===== config.mk =====
export PLATFORM = sky130hd
export DESIGN_NAME = evo_xb_info_table
export DESIGN_NICKNAME = d
export VERILOG_FILES = /design/src/rtl/evo_xb_info_table.sv
export SDC_FILE = /design/constraint.sdc
export NUM_CORES = 1
export LEC_CHECK = 0
export CORE_AREA = 2 2 136 138
export CTS_CLUSTER_DIAMETER = 80
export CTS_CLUSTER_SIZE = 16
export DETAILED_ROUTE_END_ITERATION = 12
export DIE_AREA = 0 0 138 140
export PLACE_DENSITY = 0.44
export SLEW_MARGIN = 10
export SYNTH_ARGS = -nofsm -noshare
export SYNTH_HDL_FRONTEND = slang
export SYNTH_SLANG_ARGS = --single-unit

===== constraint.sdc =====
create_clock -name clk -period 4 [get_ports clk]
set_input_delay 0.8 -clock clk [delete_from_list [all_inputs] [get_ports clk]]
set_output_delay 0.8 -clock clk [all_outputs]
set_load 0.005 [all_outputs]

===== src/rtl/evo_xb_info_table.sv =====
// evo_xb_info_table: read-only info table behind indirect INDEX/DATA CSRs with post-reset checksum scan.
// Optional: EVO_XB_INFO_TABLE_AUTOINC_EN enables INDEX auto-increment on DATA reads.
module evo_xb_info_table #(
    parameter int                        CSR_AWIDTH  = 8,
    parameter int                        CSR_DWIDTH  = 32,
    parameter logic [CSR_AWIDTH-1:0]     BASE_ADDR   = '0,
    parameter int                        NUM_ENTRIES = 8,
    parameter logic [NUM_ENTRIES*32-1:0] INFO_TABLE  = '0
) (
    input  logic                  clk,
    input  logic                  rst,
    input  logic [CSR_AWIDTH-1:0] avs_csr_address,
    input  logic                  avs_csr_read,
    input  logic                  avs_csr_write,
    input  logic [CSR_DWIDTH-1:0] avs_csr_writedata,
    output logic [CSR_DWIDTH-1:0] avs_csr_readdata,
    output logic                  avs_csr_readdatavalid,
    output logic                  avs_csr_waitrequest
);

`ifdef EVO_XB_INFO_TABLE_AUTOINC_EN
    localparam logic AUTOINC = 1'b1;
`else
    localparam logic AUTOINC = 1'b0;
`endif

    localparam logic [31:0] LAST  = 32'(NUM_ENTRIES - 1);
    localparam logic [7:0]  LAST8 = 8'(NUM_ENTRIES - 1);

    typedef enum logic {SCAN, READY} state_t;

    state_t          state, state_nx;
    logic [7:0]      scan_idx, scan_idx_nx;
    logic [31:0]     csum, csum_nx;
    logic [31:0]     index;
    logic [CSR_AWIDTH-1:0] off;
    logic            sel, rd_acc, wr_acc, oor, ready;
    logic [1:0]      reg_sel;
    logic [31:0]     data_word, status, rd_mux;

    // Entry 0 always reports the count of additional entries.
    function automatic logic [31:0] entry(input logic [7:0] i);
        if (i == 8'd0) return LAST;
        return INFO_TABLE[32'(i)*32 +: 32];
    endfunction

    assign off     = avs_csr_address - BASE_ADDR;
    assign sel     = (avs_csr_address >= BASE_ADDR) &&
                     (off < CSR_AWIDTH'(4));
    assign reg_sel = off[1:0];
    assign ready   = (state == READY);

    assign avs_csr_waitrequest = sel && !ready;
    assign rd_acc = avs_csr_read  && sel && ready;
    assign wr_acc = avs_csr_write && sel && ready;

    assign oor       = (index >= 32'(NUM_ENTRIES));
    assign data_word = oor ? 32'h0 : entry(index[7:0]);
    assign status    = {16'h0, LAST8, 5'h0, AUTOINC, oor, ready};

    always_comb begin
        state_nx    = state;
        scan_idx_nx = scan_idx;
        csum_nx     = csum;
        unique case (state)
            SCAN: begin
                csum_nx     = csum + entry(scan_idx);
                scan_idx_nx = scan_idx + 8'd1;
                if (scan_idx == LAST8) state_nx = READY;
            end
            default: ;
        endcase
    end

    always_ff @(posedge clk) begin
        if (rst) begin
            state    <= SCAN;
            scan_idx <= '0;
            csum     <= '0;
        end else begin
            state    <= state_nx;
            scan_idx <= scan_idx_nx;
            csum     <= csum_nx;
        end
    end

    always_comb begin
        rd_mux = '0;
        unique case (reg_sel)
            2'd0:    rd_mux = index;
            2'd1:    rd_mux = data_word;
            2'd2:    rd_mux = ready ? csum : 32'h0;
            default: rd_mux = status;
        endcase
    end

    // Auto-increment wraps at the last entry and parks when out of range.
    always_ff @(posedge clk) begin
        if (rst) begin
            index <= '0;
        end else if (wr_acc && reg_sel == 2'd0) begin
            index <= avs_csr_writedata;
        end else if (rd_acc && reg_sel == 2'd1 && AUTOINC) begin
            if (index == LAST)
                index <= '0;
            else if (!oor)
                index <= index + 32'd1;
        end
    end

    always_ff @(posedge clk) begin
        if (rst) begin
            avs_csr_readdata      <= '0;
            avs_csr_readdatavalid <= 1'b0;
        end else if (rd_acc) begin
            avs_csr_readdata      <= rd_mux;
            avs_csr_readdatavalid <= 1'b1;
        end else begin
            avs_csr_readdata      <= '0;
            avs_csr_readdatavalid <= 1'b0;
        end
    end

endmodule

==> results_dict.tcl, run 1 <==
set metrics [dict create \
    outcome "finished, final reports clean" \
    pwr-share-seq_pct 48.3 \
    final-hold-violation-count 0 \
    vias 3824 \
    area_growth_syn_to_layout_pct 29.6 \
    synth_xor_area_share_pct 3.40 \
    initial_core_util_pct 24.7 \
    cts_root_buf "clkbuf_16" \
    fmax_mhz 313 \
    cp-end-kind "output pin" \
    r2r-start "scan_idx[3]" \
    power.share.switching_pct 24.6 \
    ios 78 \
    final_util_pct 32.0 \
    ff_latch_area_sq_um 2120 \
    power.total_mw 2.29 \
    wire_per_inst_um 14.8 \
    clock_latency_ns 0.35 \
    grt_max_degree 77 \
    grt_pass1_vias 3901 \
    grt-ovfl-total 0 \
    yosys.area.top_type "dfxtp_1" \
    critPathMaxFanout 3 \
    reg2reg_depth 11 \
    diodes 0 \
    final_common_cell "dfxtp_1" \
    routed_via_density 4.72 \
    antenna_left 0 \
    ys_types 42 \
    die_w_um 138 \
    worst_slew_pin_slew_ns 0.836 \
    fillers 1887 \
    final_cell_mix "dfxtp_1, nand2_1, clkdlybuf4s50_1, nor2_1, a21oi_1" \
    cts_tree "done" \
    syn_nets 564 \
    synth-compound-area-share_pct 16.6 \
    path_clk_slew_ns 0.07 \
    yosys_warnings 0 \
    synthArstFlopShare_pct 0 \
    cp.required_ns 3.20 \
    place_ws_ns 0.831 \
    dpl_cell_area_sq_um 5360 \
    post_cts_buffers 0 \
    avgSynthCellArea_sq_um 8.53 \
    setup_viol 0 \
    power.share.clock_pct 41.8 \
    postLayoutCellArea_sq_um 5680 \
    max_cap_viol_count 0 \
    drc_errors 0 \
    hpwl_um 8350 \
    cts.sinks 106 \
    pwr-share-comb_pct 9.9 \
    synthAdderAreaFrac_pct 1.88 \
    cts.htree.levels 3 \
    fin_tns_setup_ns 0 \
    finalWirelength_um 12000 \
    multiInputGateArea_sq_um 2090 \
    power_density_nw_per_um2 403 \
    antenna_found_initial 0 \
    cts_buffers 9 \
    fin_ws_ns 0.806 \
    fin_nets 627 \
    crit_type "in -> out" \
    drv_slew 0 \
    syn-cell-area_sq_um 4380 \
    setup.worst_path.end "avs_csr_waitrequest" \
    finalClockSkew_ns 0.0112 \
    drt_iter0_markers 183 \
    r2r_setup_slack_ns 0.92 \
    chipHeight_um 140 \
    synthMuxAreaShare_pct 1.23 \
    synth-seq-cells 106 \
    grt_first_pass_wirelength_um 20000 \
    cp-start-kind "input port" \
    drive_gt1_share_pct 5.33 \
    port_buffers 77 \
    postCtsHoldBufs 0 \
    power.switching_uw 564 \
    p_leak_nw 1.89 \
    track_usage_pct 12.9 \
    yosys.area_share.simple_pct 24.4 \
    first_pass_iters 4 \
    r2r_end "csum[28]" \
    die_area_sq_um 19300 \
    postSynthCellCount 514 \
    synthTopCellsByArea "dfxtp_1, nand2_1, a21oi_1, nor2_1, a22oi_1" \
    fin_crit_sh_pct 79.9 \
    synth_top_family_by_area "simple AND/OR/NAND/NOR gates" \
    critPathArrivalTime_ns 2.39 \
    relSlewSlack_pct 44.2 \
    ys_seq_area_share_pct 48.4 \
    cts_resized 0 \
    power.internal_mw 1.73 \
    synth_ff_type "dfxtp_1" \
    fp.coreArea_sq_um 17800 \
    vdd_drop_max_mv 0.212 \
    rsz0062_at_grt "false" \
    hp-class "reg -> reg" \
    netlist.area_leader.share_pct 48.4 \
    rows 49 \
    cp-startpoint "avs_csr_address[7]" \
    synth_edf_count 0 \
    period_needed_ns 3.19 \
    clk_path_buf_depth 2 \
    routabilityCongestion 0.759 \
]
metal layers:
| metal | vias up | track usage [%] | routed length, um | part of all wire, % |
|---|---|---|---|---|
| met3 | 7 | 2.97 | 433 | 3.6 |
| li1 | 1943 | - | - | - |
| met5 | - | 0 | 0 | 0 |
| met4 | 0 | 4.30 | 97 | 0.81 |
| met1 | 1807 | 16.6 | 5740 | 48 |
| met2 | 67 | 21.3 | 5750 | 48 |
final cells by class:
type / count / area share (%)
sequential: 106 / 37.3
multi-input combinational: 365 / 36.7
timing repair buffer: 86 / 14.7
tap: 229 / 5.04
clock buffer: 10 / 4.03
clock inverter: 6 / 1.59
inverter: 9 / 0.594
synthesized netlist by cell type, drive strengths merged, types with 3 or more instances:
master / number
buf: 5
nor4: 12
xnor2: 9
clkbuf: 29
o21ai: 5
nor2: 59
mux2: 3
a22oi: 26
or4: 16
nor2b: 7
xor2: 8
and2: 4
nand4: 7
nand2: 84
a21oi: 54
and4: 4
inv: 9
o31ai: 13
dfxtp: 106
a31oi: 4
nand3: 14
or3: 3
ha: 5
sequential cells by signal (all words and copies together) (netlist names):
register	cells
avs_csr_readdata	32
csum	32
index	32
scan_idx	8
avs_csr_readdatavalid	1
ready	1
worst min path at each step:
stage	startpoint	endpoint	slack, ns	cells past startpoint
2_1_floorplan	index[5]	index[5]	0.44	2
3_3_place_gp	index[17]	index[17]	0.46	2
3_5_place_dp	index[17]	index[17]	0.46	2
4_1_cts	index[17]	index[17]	0.47	2
5_1_grt	index[4]	index[4]	0.49	2
6_report	index[17]	index[17]	0.46	2
cells by family after synthesis:
| group | after synthesis |
|---|---|
| and+or+nand+nor | 221 |
| buffers and inverters | 43 |
| xor gates and xnor gates | 17 |
| adders and majority gates | 6 |
| muxes | 5 |
| AOI/OAI and AO/OA | 116 |
| DFF | 106 |
stage by stage:
stage | hold slack [ns] | std cells
floorplan | 0.444 | 514
global route | 0.490 | 811
finish | 0.465 | 811
detailed placement | 0.459 | 795
CTS | 0.469 | 811
global placement | 0.458 | 795
worst max-delay path, cell delays in order:
cell             delay, ns
clkdlybuf4s50_1       0.40
nor4_1                0.45
nand2_1               0.12
nor2_1                0.12
clkdlybuf4s50_1       0.51
power by group through the flow:
stage	sequential, mW	combinational [mW]	clock, mW
final	1.11	0.226	0.958
after floorplan	1.12	0.145	0
after detailed placement	1.13	0.230	0
after CTS	1.11	0.230	0.990
after global routing	1.11	0.257	1.03
after global placement	1.13	0.224	0
Power figures use the tool's default switching activity.
==> inputs of run 2 (changes only) <==
Settings changed: PLACE_DENSITY 0.44 to 0.46.
Clock period 4 ns to 2.9 ns, I/O delays scaled along.
==> results_dict.tcl, run 2 (synthesis results as in run 1) <==
set metrics [dict create \
    cts.htree.levels 3 \
    reg2reg_depth 12 \
    fmax_mhz 357 \
    cp-start-kind "register" \
    clock_latency_ns 0.36 \
    chipHeight_um 140 \
    finalNonFillerCells 820 \
    hp-class "reg -> reg" \
    cp_num_buf_inv 3 \
    relSlewSlack_pct 66.9 \
    final_cell_mix "dfxtp_1, nand2_1, clkdlybuf4s50_1, nor2_1, a21oi_1" \
    vdd_drop_max_mv 0.287 \
    setup_viol 0 \
    grt_pass1_vias 3888 \
    rows 49 \
    cts_root_buf "clkbuf_16" \
    routed_via_density 4.75 \
    track_usage_pct 12.6 \
    p_leak_nw 1.92 \
    worst_slew_pin_slew_ns 0.484 \
    setup.worst_path.end "csum[18]" \
    finalWirelength_um 12200 \
    vias 3896 \
    crit_type "reg -> reg" \
    grt_first_pass_wirelength_um 19600 \
    drive_gt1_share_pct 8.80 \
    post-place-cells 802 \
    path_clk_slew_ns 0.07 \
    finalClockSkew_ns 0.00748 \
    wire_per_inst_um 14.9 \
    period_needed_ns 2.80 \
    drt_iter0_markers 278 \
    clk_path_buf_depth 2 \
    die_area_sq_um 19300 \
    drc_errors 0 \
    grt_max_degree 77 \
    largest_registers "avs_csr_readdata x32, csum x32, index x32" \
    critPathMaxFanout 7 \
    max_cap_viol_count 0 \
    use_met2_pct 20.5 \
    cp_slowest_stage_delay_ns 0.53 \
    cp-startpoint "scan_idx[4]" \
    outcome "finished, final reports clean" \
    critPathArrivalTime_ns 3.09 \
    port_buffers 77 \
    final-hold-violation-count 0 \
    postCtsHoldBufs 0 \
    final_common_cell "dfxtp_1" \
    hpwl_um 8460 \
    diodes 0 \
    rsz0062_at_grt "true" \
    dpl_cell_area_sq_um 5440 \
    r2r-start "scan_idx[4]" \
    routabilityCongestion 0.767 \
    use_met1_pct 16.6 \
    cp_cell_sequence "or4_4, nor2_4, nand3b_1, inv_2, ha_4, inv_2, fa_2, nor2b_4, buf_4, nor2_1, or4_1, a21oi_1" \
    crit_family "simple AND/OR/NAND/NOR gates" \
    drv_slew 0 \
    first_pass_iters 4 \
    antenna_found_initial 0 \
    timing.critical_path.mode_cell "inv_2" \
    cts_tree "done" \
    cts_buffers 9 \
    initial_core_util_pct 24.7 \
    antenna_left 0 \
    slowest_stage "or4_4" \
    fin_nets 636 \
    met3_usage_pct 3.15 \
    r2r_end "csum[18]" \
    ios 78 \
    area_growth_syn_to_layout_pct 31.7 \
    globalRoute.busiestLayer "met2" \
    r2r_setup_slack_ns 0.10 \
    fin_crit_sh_pct 96.5 \
    grt-ovfl-total 0 \
    cts.sinks 106 \
    cp.depth 12 \
    die_w_um 138 \
    fp.coreArea_sq_um 17800 \
    power_density_nw_per_um2 532 \
    cp-end-kind "register" \
    cp.required_ns 3.19 \
    postLayoutCellArea_sq_um 5770 \
]
run 2: cell count changes in the layout (fill, tap and decap cells not counted), moves of 2 or more:
cell,before,now
buf_4,9,17
bufinv_16,2,0
clkbuf_8,0,2
dfxtp_1,106,104
dfxtp_2,0,2
inv_1,9,7
inv_2,0,2
run 2: layer usage:
metal,wire [um],vias to the layer above
li1,-,1956
met1,5900,1858
met2,5730,74
met3,468,8
met4,107,0
met5,0,-
run 2: area by class of cell:
class                           count  area [sq um]
Sequential cell                   106          2120
Fill cell                        1866         12000
Clock buffer                       12           256
Multi-Input combinational cell    365          2130
Timing Repair Buffer               95           913
Clock inverter                      4          26.3
Tap cell                          229           287
Inverter                            9          33.8
run 2: worst min-delay path, cell delays in order, from the launching register on:
cell     delay (ns)
dfxtp_1        0.32
nand2_1        0.05
a21oi_1        0.05
run 2: worst min path at each step:
| stage | from | end | slack (ns) | cells after the start |
|---|---|---|---|---|
| floorplan | index[5] | index[5] | 0.44 | 2 |
| global placement | index[17] | index[17] | 0.46 | 2 |
| detailed placement | index[4] | index[4] | 0.46 | 2 |
| CTS | index[4] | index[4] | 0.47 | 2 |
| global route | index[4] | index[4] | 0.49 | 2 |
| finish | index[4] | index[4] | 0.47 | 2 |
run 2: metrics by stage:
step                power (mW)  TNS, ns  worst slack (ns)  hold WS [ns]  util (%)
floorplan                 1.75        0           0.00546         0.444         -
global placement          1.91        0            0.0818         0.460      30.6
detailed placement        1.92  -0.0576           -0.0576         0.461      30.6
CTS                       3.09        0           0.00747         0.468      32.3
global route              3.20   -0.178           -0.0573         0.490      32.5
finish                    3.07        0             0.102         0.467      32.5
run 2: where the power goes:
part	leakage, nW	internal, mW	switching (mW)
combinational	0.930	0.176	0.193
sequential	0.856	1.48	0.0450
clock	0.139	0.628	0.544
total	1.92	2.29	0.783
run 2: timing repair:
item | in CTS | in global routing
hold endpoints to repair | 0 | 0
gates cloned | 0 | 0
setup endpoints to repair | 2 | 15
pin swaps | 1 | 7
setup buffers | 1 | 1
resized for setup | 1 | 10
